## src/rtl/conv_pkg.sv

```systemverilog
// Shared types and width helpers for the convolution scheduler.
package conv_pkg;

    typedef enum logic [1:0] {
        ST_LOAD    = 2'd0,
        ST_COMPUTE = 2'd1,
        ST_WAIT    = 2'd2,
        ST_OUTPUT  = 2'd3
    } conv_state_e;

    // Bits needed to hold values 0..n-1, never less than one bit.
    function automatic int addr_w(input int n);
        return (n > 1) ? $clog2(n) : 1;
    endfunction

    // Number of valid output points for a full-overlap convolution.
    function automatic int y_len(input int x_len, input int f_len);
        return x_len - f_len + 1;
    endfunction

endpackage

```

## src/rtl/conv_cnt.sv

```systemverilog
// Modulo-MOD up-counter with synchronous clear and enable; wraps MOD-1 -> 0.
module conv_cnt #(
    parameter int MOD = 2,
    parameter int W   = (MOD > 1) ? $clog2(MOD) : 1
) (
    input  logic         clk,
    input  logic         reset,
    input  logic         i_clr,
    input  logic         i_en,
    output logic [W-1:0] o_cnt
);

    logic [W-1:0] r_cnt;
    logic         w_at_top;

    assign w_at_top = (r_cnt == W'(MOD - 1));
    assign o_cnt    = r_cnt;

    always_ff @(posedge clk) begin
        if (!reset || i_clr) begin
            r_cnt <= '0;
        end else if (i_en) begin
            r_cnt <= w_at_top ? '0 : r_cnt + W'(1);
        end
    end

endmodule

```

## src/rtl/conv_sched.sv

```systemverilog
// Address/control sequencer for a 1-D valid convolution over external x/f memories and a MAC.
module conv_sched
    import conv_pkg::*;
#(
    parameter int X_LEN   = 112,
    parameter int F_LEN   = 49,
    parameter int MAC_LAT = 3
) (
    input  logic                     clk,
    input  logic                     reset,
    input  logic                     x_valid,
    output logic                     x_ready,
    input  logic                     f_valid,
    output logic                     f_ready,
    output logic                     y_valid,
    input  logic                     y_ready,
    output logic                     wr_en_x,
    output logic                     wr_en_f,
    output logic [addr_w(X_LEN)-1:0] addr_x,
    output logic [addr_w(F_LEN)-1:0] addr_f,
    output logic                     clear_acc,
    output logic                     en_acc
);

    localparam int Y_LEN = y_len(X_LEN, F_LEN);
    localparam int AXW   = addr_w(X_LEN);
    localparam int AFW   = addr_w(F_LEN);
    localparam int XCW   = addr_w(X_LEN + 1);
    localparam int FCW   = addr_w(F_LEN + 1);
    localparam int JW    = addr_w(Y_LEN);
    localparam int KW    = addr_w(F_LEN);
    localparam int WW    = addr_w(MAC_LAT);

    conv_state_e    r_state;
    conv_state_e    w_state_next;
    logic           r_en_acc;

    logic [XCW-1:0] w_x_cnt;
    logic [FCW-1:0] w_f_cnt;
    logic [JW-1:0]  w_j;
    logic [KW-1:0]  w_k;
    logic [WW-1:0]  w_wait_cnt;

    logic           w_x_full;
    logic           w_f_full;
    logic           w_k_last;
    logic           w_j_last;
    logic           w_wait_last;
    logic           w_y_hs;
    logic           w_run_done;
    logic           w_in_compute;
    logic           w_in_wait;

    assign w_x_full     = (w_x_cnt == XCW'(X_LEN));
    assign w_f_full     = (w_f_cnt == FCW'(F_LEN));
    assign w_k_last     = (w_k == KW'(F_LEN - 1));
    assign w_j_last     = (w_j == JW'(Y_LEN - 1));
    assign w_wait_last  = (w_wait_cnt == WW'(MAC_LAT - 1));
    assign w_in_compute = (r_state == ST_COMPUTE);
    assign w_in_wait    = (r_state == ST_WAIT);

    assign wr_en_x    = x_valid && x_ready;
    assign wr_en_f    = f_valid && f_ready;
    assign w_y_hs     = y_valid && y_ready;
    assign w_run_done = w_y_hs && w_j_last;

    // Load counters run one past the last address so "full" is a plain compare.
    conv_cnt #(.MOD(X_LEN + 1), .W(XCW)) u_x_cnt (
        .clk   (clk),
        .reset (reset),
        .i_clr (w_run_done),
        .i_en  (wr_en_x),
        .o_cnt (w_x_cnt)
    );

    conv_cnt #(.MOD(F_LEN + 1), .W(FCW)) u_f_cnt (
        .clk   (clk),
        .reset (reset),
        .i_clr (w_run_done),
        .i_en  (wr_en_f),
        .o_cnt (w_f_cnt)
    );

    conv_cnt #(.MOD(Y_LEN), .W(JW)) u_j_cnt (
        .clk   (clk),
        .reset (reset),
        .i_clr (w_run_done),
        .i_en  (w_y_hs),
        .o_cnt (w_j)
    );

    // k wraps to 0 on its last tap, so it is already 0 for WAIT, OUTPUT and the next point.
    conv_cnt #(.MOD(F_LEN), .W(KW)) u_k_cnt (
        .clk   (clk),
        .reset (reset),
        .i_clr (1'b0),
        .i_en  (w_in_compute),
        .o_cnt (w_k)
    );

    conv_cnt #(.MOD(MAC_LAT), .W(WW)) u_wait_cnt (
        .clk   (clk),
        .reset (reset),
        .i_clr (1'b0),
        .i_en  (w_in_wait),
        .o_cnt (w_wait_cnt)
    );

    always_ff @(posedge clk) begin
        if (!reset) begin
            r_state <= ST_LOAD;
        end else begin
            r_state <= w_state_next;
        end
    end

    // Read data returns one cycle after the address, so en_acc trails COMPUTE by one.
    always_ff @(posedge clk) begin
        if (!reset) begin
            r_en_acc <= 1'b0;
        end else begin
            r_en_acc <= w_in_compute;
        end
    end

    assign en_acc = r_en_acc;

    always_comb begin
        w_state_next = r_state;
        x_ready      = 1'b0;
        f_ready      = 1'b0;
        y_valid      = 1'b0;
        clear_acc    = 1'b0;
        addr_x       = AXW'(w_j) + AXW'(w_k);
        addr_f       = AFW'(w_k);
        case (r_state)
            ST_LOAD: begin
                x_ready = !w_x_full;
                f_ready = !w_f_full;
                addr_x  = AXW'(w_x_cnt);
                addr_f  = AFW'(w_f_cnt);
                if (w_x_full && w_f_full) begin
                    w_state_next = ST_COMPUTE;
                end
            end
            ST_COMPUTE: begin
                clear_acc = (w_k == '0);
                if (w_k_last) begin
                    w_state_next = ST_WAIT;
                end
            end
            ST_WAIT: begin
                if (w_wait_last) begin
                    w_state_next = ST_OUTPUT;
                end
            end
            ST_OUTPUT: begin
                y_valid = 1'b1;
                if (y_ready) begin
                    w_state_next = w_j_last ? ST_LOAD : ST_COMPUTE;
                end
            end
            default: begin
                w_state_next = ST_LOAD;
            end
        endcase
    end

endmodule

```

## config.mk

```make
export PLATFORM = sky130hd
export DESIGN_NAME = conv_sched
export DESIGN_NICKNAME = d
export VERILOG_FILES = /design/src/rtl/conv_pkg.sv /design/src/rtl/conv_cnt.sv /design/src/rtl/conv_sched.sv
export SDC_FILE = /design/constraint.sdc
export NUM_CORES = 1
export LEC_CHECK = 0
export ABC_AREA = 1
export BUFFER_PORTS_ARGS = -buffer_cell sky130_fd_sc_hd__buf_2
export CAP_MARGIN = 0
export CORE_ASPECT_RATIO = 0.75
export CORE_MARGIN = 5
export CORE_UTILIZATION = 50
export DETAILED_ROUTE_END_ITERATION = 10
export PLACE_DENSITY = 0.7
export SLEW_MARGIN = 25
export SYNTH_ARGS = -nofsm -noshare
export SYNTH_HDL_FRONTEND = slang
export SYNTH_HIERARCHICAL = 1
export SYNTH_SLANG_ARGS = --single-unit
```

## constraint.sdc

```tcl
create_clock -name clk -period 2.2 [get_ports clk]
set_clock_uncertainty 0.1 [all_clocks]
set_input_delay 0.33 -clock clk [delete_from_list [all_inputs] [get_ports clk]]
set_output_delay 0.33 -clock clk [all_outputs]
set_load 0.005 [all_outputs]
```

## Word-level counts from Yosys, hierarchy flattened

Cells that the tools add are included.

| cells by class | value |
|---|---|
| add/subtract/negate cells | 6 |
| equal/unequal tests | 12 |
| reduce and logical (&&, ||, !) cells | 12 |
| mux-type cells | 17 |

Operator list:

| cell | count |
|---|---|
| 2-to-1 mux 6 bit | 4 |
| adder 6 x 1 -> 6 bit (second input constant) | 3 |
| equality test 6 bit (second input constant) | 3 |
| 2-to-1 mux 7 bit | 2 |
| 2-to-1 mux 2 bit | 5 |
| inequality test 2 bit (second input constant) | 4 |
| one-hot mux 2 bit (4 select lines) | 1 |
| adder 6 x 6 -> 7 bit | 1 |
| adder 7 x 1 -> 7 bit (second input constant) | 1 |
| equality test 7 bit (second input constant) | 1 |
| equality test 2 bit (second input constant) | 3 |
| zero test 6 bit | 1 |
| logical AND 1 bit | 5 |
| 2-to-1 mux 1 bit | 5 |
| AND reduction 4 bit | 1 |
| zero test 1 bit | 3 |
| adder 2 x 1 -> 2 bit (second input constant) | 1 |
| equality test 2 x 1 -> 1 bit (second input constant) | 1 |
| zero test 2 bit | 1 |
| logical OR 1 bit | 1 |

| word-level totals | value |
|---|---|
| register bits after elaboration | 30 |
| word-level logic and storage cells | 54 |

## Longest topological paths before layout

| depth | value |
|---|---|
| depth after elaboration | 5 |
| mapped depth | 11 |

## By module

The synthesis kept the hierarchy.

By module, submodules not included:

| module | cells an instance | seq. area each (um2) | area each (um2) | instances |
|---|---|---|---|---|
| conv_sched | 135 | 60.1 | 738.2 | 1 |
| conv_cnt (u_x_cnt) | 60 | 140.1 | 396.6 | 1 |
| conv_cnt (u_f_cnt) | 49 | 120.1 | 330.3 | 1 |
| conv_cnt (u_k_cnt) | 47 | 120.1 | 330.3 | 1 |
| conv_cnt (u_j_cnt) | 40 | 120.1 | 282.8 | 1 |
| conv_cnt (u_wait_cnt) | 13 | 40.0 | 86.3 | 1 |

## Least setup slack after synthesis

OpenSTA, ideal clock, no wires.

| timing | value |
|---|---|
| path type | reg2reg |
| start point | register r_state[0] |
| end point | register u_f_cnt.r_cnt[4], in the netlist u_f_cnt/o_cnt[4] |
| data arrival time | 1.584 ns |
| slack | 0.398 ns |
| stages on the path, launching flop included | 10 |
| cells stage by stage | dfxtp_1 > inv_1 > ha_1 > buf_2 > nand2_2 > nor2_1 > nand2_1 > nand3b_1 > nand2_1 > nor2_1 |

| between the ends | value |
|---|---|
| elaborated cells on any way between the ends | 8 |

RTL lines:

| what | RTL line | RTL |
|---|---|---|
| from (decl) | conv_sched.sv:34 | `conv_state_e r_state;` |
| from (signal assigned) | conv_sched.sv:113 | `r_state <= w_state_next;` |
| zero test 2 bit | conv_sched.sv:136 | `case (r_state)` |
| 2-to-1 mux 1 bit | conv_sched.sv:136 |  |
| logical AND 1 bit | conv_sched.sv:63 | `assign wr_en_f = f_valid && f_ready;` |
| via wr_en_f | conv_sched.sv:18 | `output logic wr_en_f,` |
| to (signal assigned) | conv_cnt.sv:23 | `r_cnt <= w_at_top ? '0 : r_cnt + W'(1);` |
| to (decl) | conv_cnt.sv:13 | `logic [W-1:0] r_cnt;` |

The timed path passes the listed nets, and every way through them passes these cells.
A chain may end at the register's enable or synchronous reset.

## Worst setup path in the final report

| timing | value |
|---|---|
| start point | register u_j_cnt.r_cnt[0], in the netlist u_j_cnt/o_cnt[0] |
| end point | output addr_x[2] |

| between the ends | value |
|---|---|
| longest elaborated chain between the ends | 2 |

Ends and longest elaborated chain:

| what | RTL line | RTL |
|---|---|---|
| from (decl) | conv_cnt.sv:13 |  |
| from (signal assigned) | conv_cnt.sv:23 |  |
| adder 6 x 6 -> 7 bit | conv_sched.sv:134 | `addr_x = AXW'(w_j) + AXW'(w_k);` |
| 2-to-1 mux 7 bit | conv_sched.sv:136 |  |
| to (decl) | conv_sched.sv:19 | `output logic [addr_w(X_LEN)-1:0] addr_x,` |

No other way between the ends.

==> results summary <==
The flow ran to the end, and the final reports show no timing, DRC or antenna violations. Setup repair after global routing could not meet its margin everywhere. The ratio of total power to cell area came out at ~430 mW/mm². The wire-length estimate of the detail-placed layout is about 3.8 mm. The part of the total power dissipated in sequential elements is about half. The number of buffers between clock root and the deepest sink came out at 2. The number of maximum-capacitance constraint violations is 0.

The number of antenna violations at the first check in global routing came out at 0. The number of hold buffers added after CTS was 0. The total overflow reported by the global router is 0. Sorting the synthesized cells by area gives the leading types as sky130_fd_sc_hd__dfxtp_1, sky130_fd_sc_hd__nand2_1, sky130_fd_sc_hd__ha_1. The mux contribution to synthesized area is 0%. The repair_antennas step left the layout with diodes totalling 0. The highest cell delay on the worst timing path came out at between 0.3 and 0.4 ns. The number of sinks handled by clock tree synthesis came out at 30. The static leakage came out at about 1.2 nW. The highest clock frequency the design can meet is between 400 and 500 MHz. The worst setup path is of the flip-flop to primary output kind.

The worst-skew pair later-pin latency came out at ~0.30 ns. The floorplan die area is between 0.005 and 0.006 mm². The TritonCTS buffer count came out at 5. The sequential fraction of the synthesis area is 27.7%. In this run the worst path has a maximum fanout of 5. The cell with the largest stage delay on the worst path is sky130_fd_sc_hd__fa_2. Summing every instance area after synthesis gives about 0.0022 mm². The post-route total power came out at roughly 1.1 mW.

The final-report hold violation count came out at 0. The initial core utilization is between 50% and 60%. The critical path's top delay family is adder cells. For this run, the total global-route usage over all layers was measured as slightly below 20%.

The wire length of the first global-routing pass came out at a little under 9 mm. The area growth from synthesis to layout came out at 19.2%. The final layout net count is around 400. The synthesized netlist devotes approximately 7.5% of its cell area to compound gates. In the synthesized netlist the async set-or-reset flop fraction comes to 0%.

The overall die height came out at between 60 and 70 µm. The internal power of the cells is between 0.8 and 0.9 mW. The commonest register cell after synthesis is sky130_fd_sc_hd__dfxtp_1. The number of levels in the clock H-tree came out at 2. The final worst-path cycle share is 100%. After floorplanning, the core was divided into 20 placement rows.

The number of fill cells is between 400 and 500. In this run the remaining antenna-violating nets after routing total 0. The setup violation total in the final timing report came out at 0. The share of total power in the clock network came out at between 40% and 50%. The clock transition at the register clock pins on the worst setup and hold paths after CTS is ~0.06 ns.

The leading cell type by number of instances after synthesis is sky130_fd_sc_hd__nand2_1. The maximum vdd drop came out at 349 µV. The clock tree root buffer cell is sky130_fd_sc_hd__clkbuf_8. Walking the worst path, the cells encountered are ha_4 -> fa_2 -> buf_4 -> a21oi_1 -> o21ai_1 -> nand2_1 -> buf_2. Yosys printed 6 warnings.

The die width came out at 86.0 µm. The synthesized design contains 0 enable-type register cells. Dividing the detail-routed via count by the number of cells gives about 4.9. The area of the core is about 0.0041 mm². Together, buffers and inverters on the worst path number 2.

The detailed-router iteration count before antenna repair came out at 4. Summed over all instances, the cell type with the most area after synthesis is sky130_fd_sc_hd__dfxtp_1. The type of element launching the critical path is a flip-flop.

The flip-flop and latch count after synthesis came out at 30. The final number of max-transition violations came to 0. The routability congestion estimate is 0.858.

During I/O placement, the number of pins put on the boundary was 25. In this run the power spent charging and discharging nets is ~0.28 mW. For the worst setup path, the data required time is between 1.5 and 2 ns. The share of power burned in combinational logic is ~7%. Each instance of the synthesized netlist takes up on average 6.29 µm².

The via count of the first global-routing pass is between 1500 and 2000. The number of standard cells after synthesis came out at 344. The endpoint type of the worst setup path is a primary output. Summed over all failing endpoints, the final setup total negative slack is 0 ns. The class of the tightest hold or removal check is primary input to flip-flop. The switching portion of total power is 25.1%. The end-of-flow core utilization is between 60% and 70%.

The commonest cells after synthesis are sky130_fd_sc_hd__nand2_1, sky130_fd_sc_hd__nor2_1, sky130_fd_sc_hd__inv_1. The synthesized-area fraction occupied by adder cells came out at 10.8%. The routed via count came out at between 2000 and 2500. In the routed design, unresolved DRC markers number 0. The synthesized netlist devotes under 10% of its cell area to XOR and XNOR gates. Entering global routing, the biggest net connects 14 pins. The number of buffers inserted by port buffering is 24. The share of layout cells above drive strength 1 is between 20% and 30%. Wires add up to approximately 5.1 mm. By area, the combinational part of the netlist is dominated by simple AND/OR/NAND/NOR gates.

The number of library cell types mapped by synthesis is 31. The data arrival time of the critical path is 1.77 ns. The fraction of post-synthesis cell area in the top cell type by area came out at between 20% and 30%. TritonCTS built the clock tree. The share of synthesized cell area in and, or, nand and nor gates is 41.7%. The average wire length per cell after detail routing is 11.7 µm. The first-iteration detailed-routing DRC count is 97. The shortest period the worst path allows came out at 2.20 ns.
[path summary, 6_finish.rpt]
check | from | end | slack (ns) | cells past startpoint
worst max register to register | r_state[0] | u_x_cnt/o_cnt[4] | 0.40 | 9
worst min register to register | u_wait_cnt/o_cnt[1] | u_wait_cnt/o_cnt[1] | 0.41 | 2
worst min-delay path | reset | en_acc | 0.26 | 3
worst max-delay path | u_j_cnt/o_cnt[0] | addr_x[2] | 0.0004 | 7
[cells in the final DEF (no fill, tap or decap), types with 2 or more instances in the layout]
master | synthesis | routed
sky130_fd_sc_hd__nand2_1 | 103 | 100
sky130_fd_sc_hd__nor2_2 | 9 | 10
sky130_fd_sc_hd__xnor2_1 | 3 | 3
sky130_fd_sc_hd__o21ai_2 | 2 | 3
sky130_fd_sc_hd__dfxtp_4 | 0 | 2
sky130_fd_sc_hd__a21oi_2 | 1 | 2
sky130_fd_sc_hd__inv_1 | 47 | 47
sky130_fd_sc_hd__nand2_2 | 9 | 12
sky130_fd_sc_hd__inv_2 | 5 | 5
sky130_fd_sc_hd__nor2_1 | 52 | 51
sky130_fd_sc_hd__conb_1 | 1 | 2
sky130_fd_sc_hd__o21ai_1 | 5 | 5
sky130_fd_sc_hd__o21ai_0 | 5 | 4
sky130_fd_sc_hd__a21oi_1 | 14 | 13
sky130_fd_sc_hd__buf_4 | 0 | 9
sky130_fd_sc_hd__ha_1 | 17 | 13
sky130_fd_sc_hd__xor2_1 | 3 | 3
sky130_fd_sc_hd__nand3b_1 | 3 | 3
sky130_fd_sc_hd__ha_4 | 0 | 3
sky130_fd_sc_hd__nand3_1 | 19 | 18
sky130_fd_sc_hd__dfxtp_1 | 30 | 23
sky130_fd_sc_hd__buf_2 | 3 | 24
sky130_fd_sc_hd__nor2_4 | 2 | 2
sky130_fd_sc_hd__clkbuf_8 | 0 | 6
sky130_fd_sc_hd__dfxtp_2 | 0 | 5
[stage by stage]
| step | cells | setup slack, ns | area, µm² | hold WS [ns] |
|---|---|---|---|---|
| final | 438 | 0.000430 | 2580 | 0.260 |
| after global routing | 438 | -0.0438 | 2580 | 0.283 |
| after CTS | 436 | 0.00100 | 2500 | 0.258 |
| after detailed placement | 428 | 0.202 | 2390 | 0.404 |
| after global placement | 428 | 0.239 | 2390 | 0.396 |
| after floorplan | 345 | 0.398 | 2170 | 0.328 |
[power by group through the flow]
| stage | sequential, mW | combinational (mW) | clock (mW) |
|---|---|---|---|
| finish | 0.560 | 0.0777 | 0.472 |
| global placement | 0.575 | 0.0761 | 0 |
| CTS | 0.562 | 0.0780 | 0.481 |
| floorplan | 0.571 | 0.0519 | 0 |
| detailed placement | 0.574 | 0.0776 | 0 |
| global route | 0.561 | 0.0932 | 0.511 |
[cell families (layout without fill, tap and decap cells)]
kind of cell	Yosys count	in the layout
adder cells (fa/ha/maj)	18	18
AND/OR/NAND/NOR	205	205
XOR/XNOR	6	6
flip-flops	30	30
buffers and inverters	55	93
AO/OA/AOI/OAI	29	29
other	1	2
[metal layers]
metal | global-route usage [%] | share of wire [%] | routed length (µm) | vias up
li1 | - | - | - | 1128
met1 | 24.3 | 50 | 2540 | 959
met2 | 31.4 | 43 | 2190 | 43
met3 | 4.57 | 5.9 | 304 | 8
met4 | 9.09 | 1.7 | 87 | 0
met5 | 0 | 0 | 0 | -
[flip-flops by register name, indices dropped and copies added, names as in the netlist]
register,cells
u_x_cnt/o_cnt,7
u_f_cnt/o_cnt,6
u_j_cnt/o_cnt,6
u_k_cnt/o_cnt,6
r_state,2
u_wait_cnt/o_cnt,2
en_acc,1
[worst reg2reg max path, stage by stage (launching register included)]
cell and delay, ns:
sky130_fd_sc_hd__dfxtp_1 0.35, sky130_fd_sc_hd__inv_1 0.13, sky130_fd_sc_hd__ha_2 0.32, sky130_fd_sc_hd__o21ai_2 0.12
sky130_fd_sc_hd__nor2_2 0.22, sky130_fd_sc_hd__inv_2 0.10, sky130_fd_sc_hd__nor2_2 0.16, sky130_fd_sc_hd__nand3_1 0.08
sky130_fd_sc_hd__nand2_1 0.09, sky130_fd_sc_hd__nor2_2 0.03
[area by class of cell]
class | count | area, µm² | area share [%]
inverters | 52 | 195 | 7.57
repair buffers | 33 | 188 | 7.27
well taps | 55 | 68.8 | 2.67
clock inverters | 1 | 5.00 | 0.194
flip-flops and latches | 30 | 614 | 23.8
multi-input cells | 260 | 1420 | 55.1
clock buffers | 7 | 86.3 | 3.35
[timing repair]
| action | CTS | global route |
|---|---|---|
| pin swaps | 0 | 5 |
| setup buffers | 0 | 2 |
| endpoints found under the setup margin | 5 | 5 |
| gates resized for setup | 6 | 17 |
| hold endpoints to repair | 0 | 0 |
(Power assumes the default switching activity.)
